## src/rtl/arp_cache_pkg.sv

```systemverilog
// ============================================================================
//  arp_cache_pkg
//  Shared types and constants for the ARP cache controller.
//  Revision: 1.0
// ============================================================================
`default_nettype none

package arp_cache_pkg;

  typedef enum logic [2:0] {
    ST_IDLE      = 3'd0,
    ST_TX_REPLY  = 3'd1,
    ST_TX_REQ    = 3'd2,
    ST_WAIT_DONE = 3'd3,
    ST_WAIT_RESP = 3'd4
  } state_t;

  typedef struct packed {
    logic        valid;
    logic [31:0] ip;
    logic [47:0] mac;
  } cache_entry_t;

  localparam logic [47:0] BROADCAST_MAC = 48'hFF_FF_FF_FF_FF_FF;
  localparam logic        ARP_REQUEST   = 1'b0;
  localparam logic        ARP_REPLY     = 1'b1;

endpackage

`default_nettype wire

```

## src/rtl/arp_cache_mem.sv

```systemverilog
// ============================================================================
//  arp_cache_mem
//  IP->MAC storage with in-place update, round-robin replacement and an
//  optional per-entry lifetime (compile with ARP_CACHE_AGING_EN).
//  Revision: 1.0
// ============================================================================
`default_nettype none

module arp_cache_mem
  import arp_cache_pkg::*;
#(
  parameter int          ENTRIES    = 4,
  parameter logic [31:0] AGE_CYCLES = 32'hFFFF_FFFF
) (
  input  logic        clk,
  input  logic        rst,
  input  logic        wr_en,
  input  logic [31:0] wr_ip,
  input  logic [47:0] wr_mac,
  input  logic [31:0] rd_ip,
  output logic        rd_hit,
  output logic [47:0] rd_mac
);

  localparam int PTR_W = (ENTRIES > 1) ? $clog2(ENTRIES) : 1;

  cache_entry_t       entries [ENTRIES];
  logic [PTR_W-1:0]   wr_ptr;
  logic [PTR_W-1:0]   match_idx;
  logic               wr_match;
  logic [ENTRIES-1:0] wr_sel;

  always_comb begin
    wr_match  = 1'b0;
    match_idx = '0;
    for (int i = 0; i < ENTRIES; i++) begin
      if (!wr_match && entries[i].valid && entries[i].ip == wr_ip) begin
        wr_match  = 1'b1;
        match_idx = PTR_W'(i);
      end
    end
  end

  always_comb begin
    wr_sel = '0;
    for (int i = 0; i < ENTRIES; i++) begin
      wr_sel[i] = wr_en && (wr_match ? (match_idx == PTR_W'(i)) : (wr_ptr == PTR_W'(i)));
    end
  end

  // A write landing this cycle is forwarded so a same-cycle lookup sees it.
  always_comb begin
    rd_hit = 1'b0;
    rd_mac = '0;
    if (wr_en && wr_ip == rd_ip) begin
      rd_hit = 1'b1;
      rd_mac = wr_mac;
    end else begin
      for (int i = 0; i < ENTRIES; i++) begin
        if (!rd_hit && entries[i].valid && entries[i].ip == rd_ip) begin
          rd_hit = 1'b1;
          rd_mac = entries[i].mac;
        end
      end
    end
  end

  always_ff @(posedge clk) begin
    if (rst)
      wr_ptr <= '0;
    else if (wr_en && !wr_match)
      wr_ptr <= wr_ptr + 1'b1;
  end

  for (genvar i = 0; i < ENTRIES; i++) begin : g_entry
    cache_entry_t ent;
`ifdef ARP_CACHE_AGING_EN
    logic [31:0] age;
    always_ff @(posedge clk) begin
      if (rst) begin
        ent <= '0;
        age <= '0;
      end else if (wr_sel[i]) begin
        ent <= '{valid: 1'b1, ip: wr_ip, mac: wr_mac};
        age <= '0;
      end else if (ent.valid) begin
        if (age == AGE_CYCLES - 32'd1)
          ent.valid <= 1'b0;
        else
          age <= age + 32'd1;
      end
    end
`else
    always_ff @(posedge clk) begin
      if (rst)
        ent <= '0;
      else if (wr_sel[i])
        ent <= '{valid: 1'b1, ip: wr_ip, mac: wr_mac};
    end
`endif
    assign entries[i] = ent;
  end

`ifndef ARP_CACHE_AGING_EN
  // Entries never expire in this build; the lifetime only shapes the aging build.
  if (AGE_CYCLES == 32'd0) begin : g_no_lifetime
  end
`endif

endmodule

`default_nettype wire

```

## src/rtl/arp_cache_ctrl.sv

```systemverilog
// ============================================================================
//  arp_cache_ctrl
//  ARP cache with request answering and miss resolution with retries.
//  Optional entry aging: define ARP_CACHE_AGING_EN.  Revision: 1.0
// ============================================================================
`default_nettype none

module arp_cache_ctrl
  import arp_cache_pkg::*;
#(
  parameter int          ENTRIES      = 4,
  parameter int          RETRY_CYCLES = 125_000_000,
  parameter int          MAX_RETRY    = 3,
  parameter logic [31:0] AGE_CYCLES   = 32'hFFFF_FFFF
) (
  input  logic        clk,
  input  logic        rst,
  input  logic        arp_rx_done,
  input  logic        arp_rx_type,
  input  logic [47:0] src_mac,
  input  logic [31:0] src_ip,
  output logic        arp_tx_en,
  output logic        arp_tx_type,
  output logic [47:0] des_mac,
  output logic [31:0] des_ip,
  input  logic        tx_done,
  input  logic        lookup_req,
  input  logic [31:0] lookup_ip,
  output logic        lookup_ack,
  output logic        lookup_hit,
  output logic [47:0] lookup_mac,
  output logic        resolve_busy,
  output logic        resolve_fail
);

  localparam logic [31:0] RETRY_LAST = 32'(RETRY_CYCLES - 1);
  localparam logic [31:0] RETRY_MAX  = 32'(MAX_RETRY);

  state_t      state, next_state;
  logic        pend_valid, waiting_resp;
  logic [47:0] pend_mac;
  logic [31:0] pend_ip, target_ip, retry_cnt, attempts;
  logic        load_reply, load_req, resolved, fail, retry_tick;
  logic        cache_hit, start_resolve;
  logic [47:0] cache_mac;

  arp_cache_mem #(
    .ENTRIES    (ENTRIES),
    .AGE_CYCLES (AGE_CYCLES)
  ) u_mem (
    .clk    (clk),
    .rst    (rst),
    .wr_en  (arp_rx_done),
    .wr_ip  (src_ip),
    .wr_mac (src_mac),
    .rd_ip  (lookup_ip),
    .rd_hit (cache_hit),
    .rd_mac (cache_mac)
  );

  assign arp_tx_en     = (state == ST_TX_REPLY) || (state == ST_TX_REQ);
  assign start_resolve = lookup_req && !cache_hit && !resolve_busy;

  always_ff @(posedge clk) begin
    if (rst) state <= ST_IDLE;
    else     state <= next_state;
  end

  always_comb begin
    next_state = state;
    load_reply = 1'b0;
    load_req   = 1'b0;
    resolved   = 1'b0;
    fail       = 1'b0;
    retry_tick = 1'b0;
    case (state)
      ST_IDLE: begin
        if (pend_valid) begin
          load_reply = 1'b1;
          next_state = ST_TX_REPLY;
        end else if (resolve_busy) begin
          load_req   = 1'b1;
          next_state = ST_TX_REQ;
        end
      end
      ST_TX_REPLY, ST_TX_REQ: next_state = ST_WAIT_DONE;
      ST_WAIT_DONE: begin
        if (tx_done) next_state = waiting_resp ? ST_WAIT_RESP : ST_IDLE;
      end
      ST_WAIT_RESP: begin
        if (arp_rx_done && arp_rx_type == ARP_REPLY && src_ip == target_ip) begin
          resolved   = 1'b1;
          next_state = ST_IDLE;
        end else if (pend_valid) begin
          // Retry timer is frozen, not cleared, while the reply goes out.
          load_reply = 1'b1;
          next_state = ST_TX_REPLY;
        end else if (retry_cnt == RETRY_LAST) begin
          if (attempts < RETRY_MAX) begin
            load_req   = 1'b1;
            next_state = ST_TX_REQ;
          end else begin
            fail       = 1'b1;
            next_state = ST_IDLE;
          end
        end else begin
          retry_tick = 1'b1;
        end
      end
      default: next_state = ST_IDLE;
    endcase
  end

  always_ff @(posedge clk) begin
    if (rst) begin
      arp_tx_type  <= ARP_REQUEST;
      des_mac      <= '0;
      des_ip       <= '0;
      lookup_ack   <= 1'b0;
      lookup_hit   <= 1'b0;
      lookup_mac   <= '0;
      resolve_busy <= 1'b0;
      resolve_fail <= 1'b0;
      pend_valid   <= 1'b0;
      pend_mac     <= '0;
      pend_ip      <= '0;
      target_ip    <= '0;
      waiting_resp <= 1'b0;
      retry_cnt    <= '0;
      attempts     <= '0;
    end else begin
      lookup_ack   <= lookup_req;
      lookup_hit   <= lookup_req && cache_hit;
      lookup_mac   <= (lookup_req && cache_hit) ? cache_mac : '0;
      resolve_fail <= fail;

      if (arp_rx_done && arp_rx_type == ARP_REQUEST) begin
        pend_valid <= 1'b1;
        pend_mac   <= src_mac;
        pend_ip    <= src_ip;
      end else if (load_reply) begin
        pend_valid <= 1'b0;
      end

      if (load_reply) begin
        arp_tx_type <= ARP_REPLY;
        des_mac     <= pend_mac;
        des_ip      <= pend_ip;
      end
      if (load_req) begin
        arp_tx_type  <= ARP_REQUEST;
        des_mac      <= BROADCAST_MAC;
        des_ip       <= target_ip;
        attempts     <= attempts + 32'd1;
        retry_cnt    <= '0;
        waiting_resp <= 1'b1;
      end
      if (retry_tick) retry_cnt <= retry_cnt + 32'd1;
      if (resolved || fail) begin
        resolve_busy <= 1'b0;
        waiting_resp <= 1'b0;
      end
      if (start_resolve) begin
        resolve_busy <= 1'b1;
        target_ip    <= lookup_ip;
        attempts     <= '0;
        retry_cnt    <= '0;
      end
    end
  end

endmodule

`default_nettype wire
```

## config.mk

```make
export PLATFORM = sky130hd
export DESIGN_NAME = arp_cache_ctrl
export DESIGN_NICKNAME = d
export VERILOG_FILES = /design/src/rtl/arp_cache_pkg.sv /design/src/rtl/arp_cache_mem.sv /design/src/rtl/arp_cache_ctrl.sv
export SDC_FILE = /design/constraint.sdc
export NUM_CORES = 1
export LEC_CHECK = 0
export CORE_MARGIN = 2
export CORE_UTILIZATION = 35
export DETAILED_ROUTE_END_ITERATION = 8
export GPL_ROUTABILITY_DRIVEN = 0
export SYNTH_ARGS = -nofsm -noshare
export SYNTH_HDL_FRONTEND = slang
export SYNTH_SLANG_ARGS = --single-unit
```

## constraint.sdc

```tcl
create_clock -name clk -period 5.2 [get_ports clk]
set_input_delay 0.52 -clock clk [delete_from_list [all_inputs] [get_ports clk]]
set_output_delay 0.52 -clock clk [all_outputs]
set_load 0.01 [all_outputs]
```

==> flow_metrics.py, run 1 <==
metrics = {
    "outcome": {
        "run_status": "complete, no violations",
    },
    "setup_path": {
        "r2r_setup_slack_ns": 1.82,
        "startpoint_type": "input port",
        "worstPathCellList": "clkdlybuf4s50_1 > xor2_1 > or4_1 > or4_1 > or4_1 > o21a_4 > a22oi_1 > a21oi_1",
        "crit_type": "input port to register",
        "cp.required_ns": 5.66,
        "arrival_ns": 4.08,
        "slowest_stage": "clkdlybuf4s50_1",
        "crit_path_max_fanout": 81,
        "cpMostUsedCell": "or4_1",
        "critPathMaxStageDelay_ns": 0.88,
        "cp-end-kind": "register",
    },
    "cts": {
        "h-tree-depth": 3,
        "insertion_delay_ns": 0.64,
        "postCtsSetupBuffers": 0,
        "path_clk_slew_ns": 0.06,
        "cts_resized": 0,
        "cts-buffers-inserted": 74,
        "cts_tree": "yes",
        "ctsHoldBuffers": 0,
        "cts_buffer_depth": 3,
        "cts-root-buf": "clkbuf_16",
        "cts.sinks": 640,
    },
    "timing": {
        "min_period_over_period": 0.697,
        "relSlewSlack": 0.243,
        "hold_viol": 0,
        "rsz0062_at_grt": "no",
        "max_freq_ghz": 0.276,
        "min_period_ns": 3.62,
        "whs_ns": 0.413,
        "skew_ns": 0.0342,
        "setup_tns_ns": 0,
        "finalSetupViolations": 0,
        "finalMaxSlewViolations": 0,
        "worst_pin_slew_ns": 1.13,
    },
    "die": {
        "std_cell_rows": 105,
        "coreArea_mm2": 0.0822,
        "die_area_mm2": 0.0854,
        "die_y_um": 292,
        "pin_count": 252,
        "initial_core_util": 0.354,
        "die_x_um": 292,
    },
    "detailed_routing": {
        "wirelength_um": 98000,
        "antenna_left": 0,
        "vias": 24900,
        "drc": 0,
        "vias_per_cell": 5.45,
        "drt-initial-drc-count": 2357,
        "dr.pass1.iters": 5,
        "wire_per_inst_um": 21.4,
    },
    "grt": {
        "grt_pass1_wl_um": 147000,
        "grt_pass1_vias": 23600,
        "grtUsageTotal": 0.222,
        "grt_max_degree": 161,
        "antenna_found_initial": 10,
        "grt-ovfl-total": 0,
    },
    "place": {
        "port_buffers": 251,
        "post-dp-hpwl_um": 66600,
    },
    "synthesis": {
        "synth_seq_cells": 640,
        "syn_inst": 3347,
        "ys.flop_type": "dfxtp_1",
        "syn_area_per_cell_um2": 8.69,
        "synth_nets": 3468,
        "yosysSeqAreaShare": 0.440,
        "synth_area_mm2": 0.0291,
        "ys_async_sr_fraction": 0,
        "synthDistinctLibCells": 61,
        "synth_edf_count": 0,
        "yosysWarnings": 0,
    },
    "job": {
        "cap_viol_max_count": 0,
    },
    "finish": {
        "layout_common_cells": "864 x nand2_1, 640 x dfxtp_1, 352 x mux2i_1",
        "layout_commonest_cell": "nand2_1",
        "fin_nets": 3567,
        "area_delta_synth_final_pct": 20.1,
        "drive_above_1_share": 0.0568,
    },
    "worst_hold_path": {
        "min_path_type": "input port to register",
    },
    "power": {
        "p_int_uw": 8870,
        "p_leak_uw": 0.0130,
        "power_switching_uw": 3430,
        "max-vdd-ir-drop_uv": 211,
        "p_comb_frac": 0.133,
        "swShare": 0.279,
        "p_clk_frac": 0.433,
        "p_seq_frac": 0.435,
        "powerDensity_mw_per_mm2": 352,
    },
}
[registers in the layout, indices dropped and copies added, names as in the netlist, 2 cells and up]
register	flops
lookup_mac	48
u_mem.wr_ptr	2
retry_cnt	32
state	3
pend_mac	48
attempts	32
u_mem.entries	324
target_ip	32
pend_ip	32
des_ip	32
des_mac	48
[through the flow]
stage / area, um2 / std cells / utilization / total power, uW / setup WS (ns)
after floorplan: 29100 / 3347 / - / 6350 / 2.10
after global placement: 32400 / 4440 / 0.394 / 7060 / 0.983
after detailed placement: 32400 / 4440 / 0.394 / 7060 / 0.975
after CTS: 34900 / 4572 / 0.425 / 12400 / 1.62
after global routing: 34900 / 4575 / 0.425 / 12700 / 1.42
final: 34900 / 4575 / 0.425 / 12300 / 1.58
[worst paths after layout]
check | from | endpoint | depth (start not counted)
max | src_ip[14] | des_ip[2]$_SDFFE_PP0P_ | 8
min | rst | pend_mac[0]$_SDFFE_PP0P_ | 2
max reg2reg | retry_cnt[0]$_SDFFE_PP0P_ | attempts[7]$_SDFFE_PP0P_ | 9
min reg2reg | pend_mac[42]$_SDFFE_PP0P_ | pend_mac[42]$_SDFFE_PP0P_ | 2
[synth_stat cells, types with 6 or more instances]
cell / count / area [um2]
buf_2: 55 / 275
xor2_1: 160 / 1400
o211ai_1: 9 / 67.6
or4_1: 40 / 300
nor4_1: 57 / 357
o21ai_0: 15 / 75.1
dfxtp_1: 640 / 12800
and2_1: 7 / 43.8
a311oi_1: 49 / 429
nand3_1: 82 / 410
and3_1: 12 / 75.1
nand4_1: 63 / 394
clkbuf_1: 204 / 766
nor3_1: 27 / 135
xnor2_1: 162 / 1420
o31ai_1: 27 / 203
nor2_1: 75 / 282
mux2i_1: 352 / 3520
o311ai_0: 6 / 52.6
a22oi_1: 33 / 248
nand2_1: 864 / 3240
or3_1: 22 / 138
a31oi_1: 56 / 350
a21oi_1: 175 / 876
inv_1: 22 / 82.6
a221oi_1: 45 / 394
buf_6: 11 / 124
[per-layer routing]
metal,vias up,GRT usage,share of wire
met4,10,0.0938,0.042
met2,898,0.336,0.44
met3,233,0.0392,0.070
met1,12000,0.309,0.45
li1,11800,-,-
met5,-,0,0.00068
[power groups by stage]
stage / clock [uW] / sequential [uW] / combinational, uW
floorplan: 0 / 5430 / 914
global placement: 0 / 5450 / 1610
detailed placement: 0 / 5450 / 1610
CTS: 5410 / 5340 / 1620
global route: 5600 / 5370 / 1740
finish: 5320 / 5350 / 1630
[area by class of cell]
cell class	instances	area, um2
antenna	3	7.51
clock buffer	105	2120
clock inverter	27	380
fill	8110	47300
inverter	23	93.8
multi-input combinational	2403	15100
sequential	640	12800
tap	1070	1340
timing repair buffer	304	3120
[critical path: cells and delay by family]
kind | cells | cell delay [ns]
simple gates | 3 | 1.44
compound gates | 3 | 0.99
buf+inv | 1 | 0.88
xor+xnor | 1 | 0.20
[kinds of logic (layout without fill, tap and decap cells)]
group / count (synthesis) / after routing / share of synthesized area
other: 0 / 3 / 0
AO/OA/AOI/OAI: 441 / 441 / 0.100
adder cells (fa/ha/maj): 3 / 3 / 0.00129
XOR/XNOR: 322 / 322 / 0.0969
AND/OR/NAND/NOR: 1285 / 1285 / 0.195
buffers and inverters: 304 / 459 / 0.0452
multiplexers: 352 / 352 / 0.121
flip-flops: 640 / 640 / 0.440
Note: power is estimated with default switching activity, not from simulation.
==> inputs of run 2 (changes only) <==
==> constraint.sdc (replaced) <==
create_clock -name clk -period 3.65 [get_ports clk]
set_input_delay 0.365 -clock clk [delete_from_list [all_inputs] [get_ports clk]]
set_output_delay 0.365 -clock clk [all_outputs]
set_load 0.01 [all_outputs]
==> run 2 against run 1 <==
  * Clock skew increased by 0.0049 ns
  * Non-clock buffer count increased by 137
  * Count of clock-buffer cells in the layout decreased by 6
  * Via count increased by 1.9%
  * Power increased by 45%
  * Die area unchanged
  * Worst hold slack got worse by 0.25 ns
  * Worst setup slack got worse by 1.3 ns
  * Global-route usage increased by 0.19 points
  * Sequential power increased by 42%
  * Largest power group is now clock
==> flow_metrics.py, run 2 (synthesis gave the netlist of run 1 again) <==
metrics = {
    "detailed_routing": {
        "met3RoutedLength_um": 7050,
        "vias": 25400,
        "drc": 0,
        "wire_per_inst_um": 20.9,
        "drt-initial-drc-count": 2207,
        "wl_met1_um": 44800,
        "route.met2.wl_um": 43300,
        "dr.pass1.iters": 6,
        "wirelength_um": 98500,
        "routed.top_layer": "met5",
        "vias_per_cell": 5.39,
        "antenna_left": 0,
    },
    "setup_path": {
        "r2r-end": "attempts[22]$_SDFFE_PP0P_",
        "crit_type": "input port to register",
        "cp-end-kind": "register",
        "cp.required_ns": 4.14,
        "crit_path_max_fanout": 44,
        "ff2ff_path_depth": 9,
        "crit_path_start": "src_ip[14]",
        "arrival_ns": 3.82,
        "r2r_setup_slack_ns": 0.37,
        "startpoint_type": "input port",
        "crit_end": "u_mem.entries[197]$_SDFFE_PP0P_",
        "reg2reg_from": "retry_cnt[0]$_SDFFE_PP0P_",
    },
    "power": {
        "power_switching_uw": 4840,
        "p_seq_frac": 0.426,
        "p_comb_frac": 0.140,
        "p_clk_frac": 0.435,
        "powerDensity_mw_per_mm2": 490,
        "swShare": 0.271,
        "p_int_uw": 13000,
        "max-vdd-ir-drop_uv": 301,
        "p_leak_uw": 0.0139,
    },
    "cts": {
        "cts.sinks": 640,
        "ctsHoldBuffers": 0,
        "h-tree-depth": 3,
        "cts-root-buf": "clkbuf_16",
        "path_clk_slew_ns": 0.06,
        "cts_resized": 0,
        "cts_tree": "yes",
        "cts-buffers-inserted": 74,
        "cts_buffer_depth": 3,
        "postCtsSetupBuffers": 0,
        "insertion_delay_ns": 0.63,
    },
    "die": {
        "die_y_um": 292,
        "initial_core_util": 0.354,
        "die_area_mm2": 0.0854,
        "std_cell_rows": 105,
        "die_x_um": 292,
        "pin_count": 252,
        "coreArea_mm2": 0.0822,
    },
    "grt": {
        "grt_max_degree": 128,
        "antenna_found_initial": 7,
        "grt_pass1_wl_um": 149000,
        "grtUsageTotal": 0.223,
        "grt_pass1_vias": 24200,
        "grt-ovfl-total": 0,
    },
    "timing": {
        "finalMaxSlewViolations": 0,
        "min_period_ns": 3.32,
        "max_freq_ghz": 0.301,
        "worst_pin_slew_ns": 0.966,
        "relSlewSlack": 0.351,
        "skew_ns": 0.0391,
        "setup_tns_ns": 0,
        "rsz0062_at_grt": "no",
        "min_period_over_period": 0.911,
        "whs_ns": 0.167,
        "finalSetupViolations": 0,
        "hold_viol": 0,
    },
    "finish": {
        "instances_no_fill": 4711,
        "layout_common_cells": "864 x nand2_1, 640 x dfxtp_1, 352 x mux2i_1",
        "fillers": 7958,
        "layout_commonest_cell": "nand2_1",
        "largest_register_ffs": 324,
        "area_delta_synth_final_pct": 25.4,
        "design_area_mm2": 0.0365,
        "fin_nets": 3704,
        "drive_above_1_share": 0.0935,
    },
    "place": {
        "placed_area_mm2": 0.0339,
        "port_buffers": 251,
        "post-dp-hpwl_um": 69200,
        "placed_cells": 4577,
    },
    "worst_hold_path": {
        "min_path_type": "input port to register",
        "hold_depth": 2,
    },
    "job": {
        "cap_viol_max_count": 0,
    },
    "outcome": {
        "run_status": "complete, no violations",
    },
}
==> run 2: critical path: stages <==
cell and delay, ns:
clkdlybuf4s50_1 0.57, buf_4 0.25, xnor2_1 0.34, nand4_1 0.23, nor4_1 0.53, buf_4 0.22
a31oi_1 0.08, o21a_1 0.23, a2111o_2 0.52, buf_12 0.23, mux2i_1 0.17
==> run 2: how the worst min path moves through the flow <==
stage,from,end,slack [ns]
finish,rst,pend_mac[1]$_SDFFE_PP0P_,0.17
global route,rst,pend_mac[1]$_SDFFE_PP0P_,0.15
CTS,rst,pend_mac[41]$_SDFFE_PP0P_,0.15
detailed placement,pend_ip[10]$_SDFFE_PP0P_,pend_ip[10]$_SDFFE_PP0P_,0.45
global placement,pend_ip[10]$_SDFFE_PP0P_,pend_ip[10]$_SDFFE_PP0P_,0.44
floorplan,u_mem.entries[105]$_SDFFE_PP0P_,u_mem.entries[105]$_SDFFE_PP0P_,0.43
==> run 2: area by class of cell <==
cell class                      instances  area [um2]  share of cell area
Multi-Input combinational cell       2403       15100               0.413
Sequential cell                       640       12800               0.351
Timing Repair Buffer                  441        4620               0.126
Clock buffer                           99        2100              0.0575
Tap cell                             1070        1340              0.0367
Clock inverter                         32         459              0.0126
Inverter                               23        93.8             0.00257
Antenna cell                            3        7.51            0.000206
==> run 2: power groups by stage <==
stage | registers [uW] | clock network [uW] | logic [uW]
2_1_floorplan | 7740 | 0 | 1300
3_3_place_gp | 7750 | 0 | 2470
3_5_place_dp | 7750 | 0 | 2480
4_1_cts | 7600 | 7890 | 2490
5_1_grt | 7640 | 8200 | 2670
6_report | 7610 | 7770 | 2500
==> run 2: layer usage <==
layer / up-vias / global-route usage
met5: - / 0
met4: 8 / 0.0809
met3: 175 / 0.0385
met2: 920 / 0.345
met1: 12300 / 0.312
li1: 12000 / -
==> run 2: metrics by stage <==
step           setup slack [ns]  power (uW)   util
2_1_floorplan             0.702        9040      -
4_1_cts                   0.380       18000  0.444
6_report                  0.325       17900  0.444
5_1_grt                   0.157       18500  0.444
3_5_place_dp             -0.134       10200  0.413
3_3_place_gp             -0.146       10200  0.413
==> inputs of run 3 (changes only) <==
--- a/config.mk
+++ b/config.mk
@@ -9,6 +9,7 @@
 export CORE_UTILIZATION = 35
 export DETAILED_ROUTE_END_ITERATION = 8
 export GPL_ROUTABILITY_DRIVEN = 0
+export SKIP_LAST_GASP = 1
 export SYNTH_ARGS = -nofsm -noshare
 export SYNTH_HDL_FRONTEND = slang
 export SYNTH_SLANG_ARGS = --single-unit
==> results of run 3 <==
The final DEF is identical to that of run 2; final timing and power are the same.
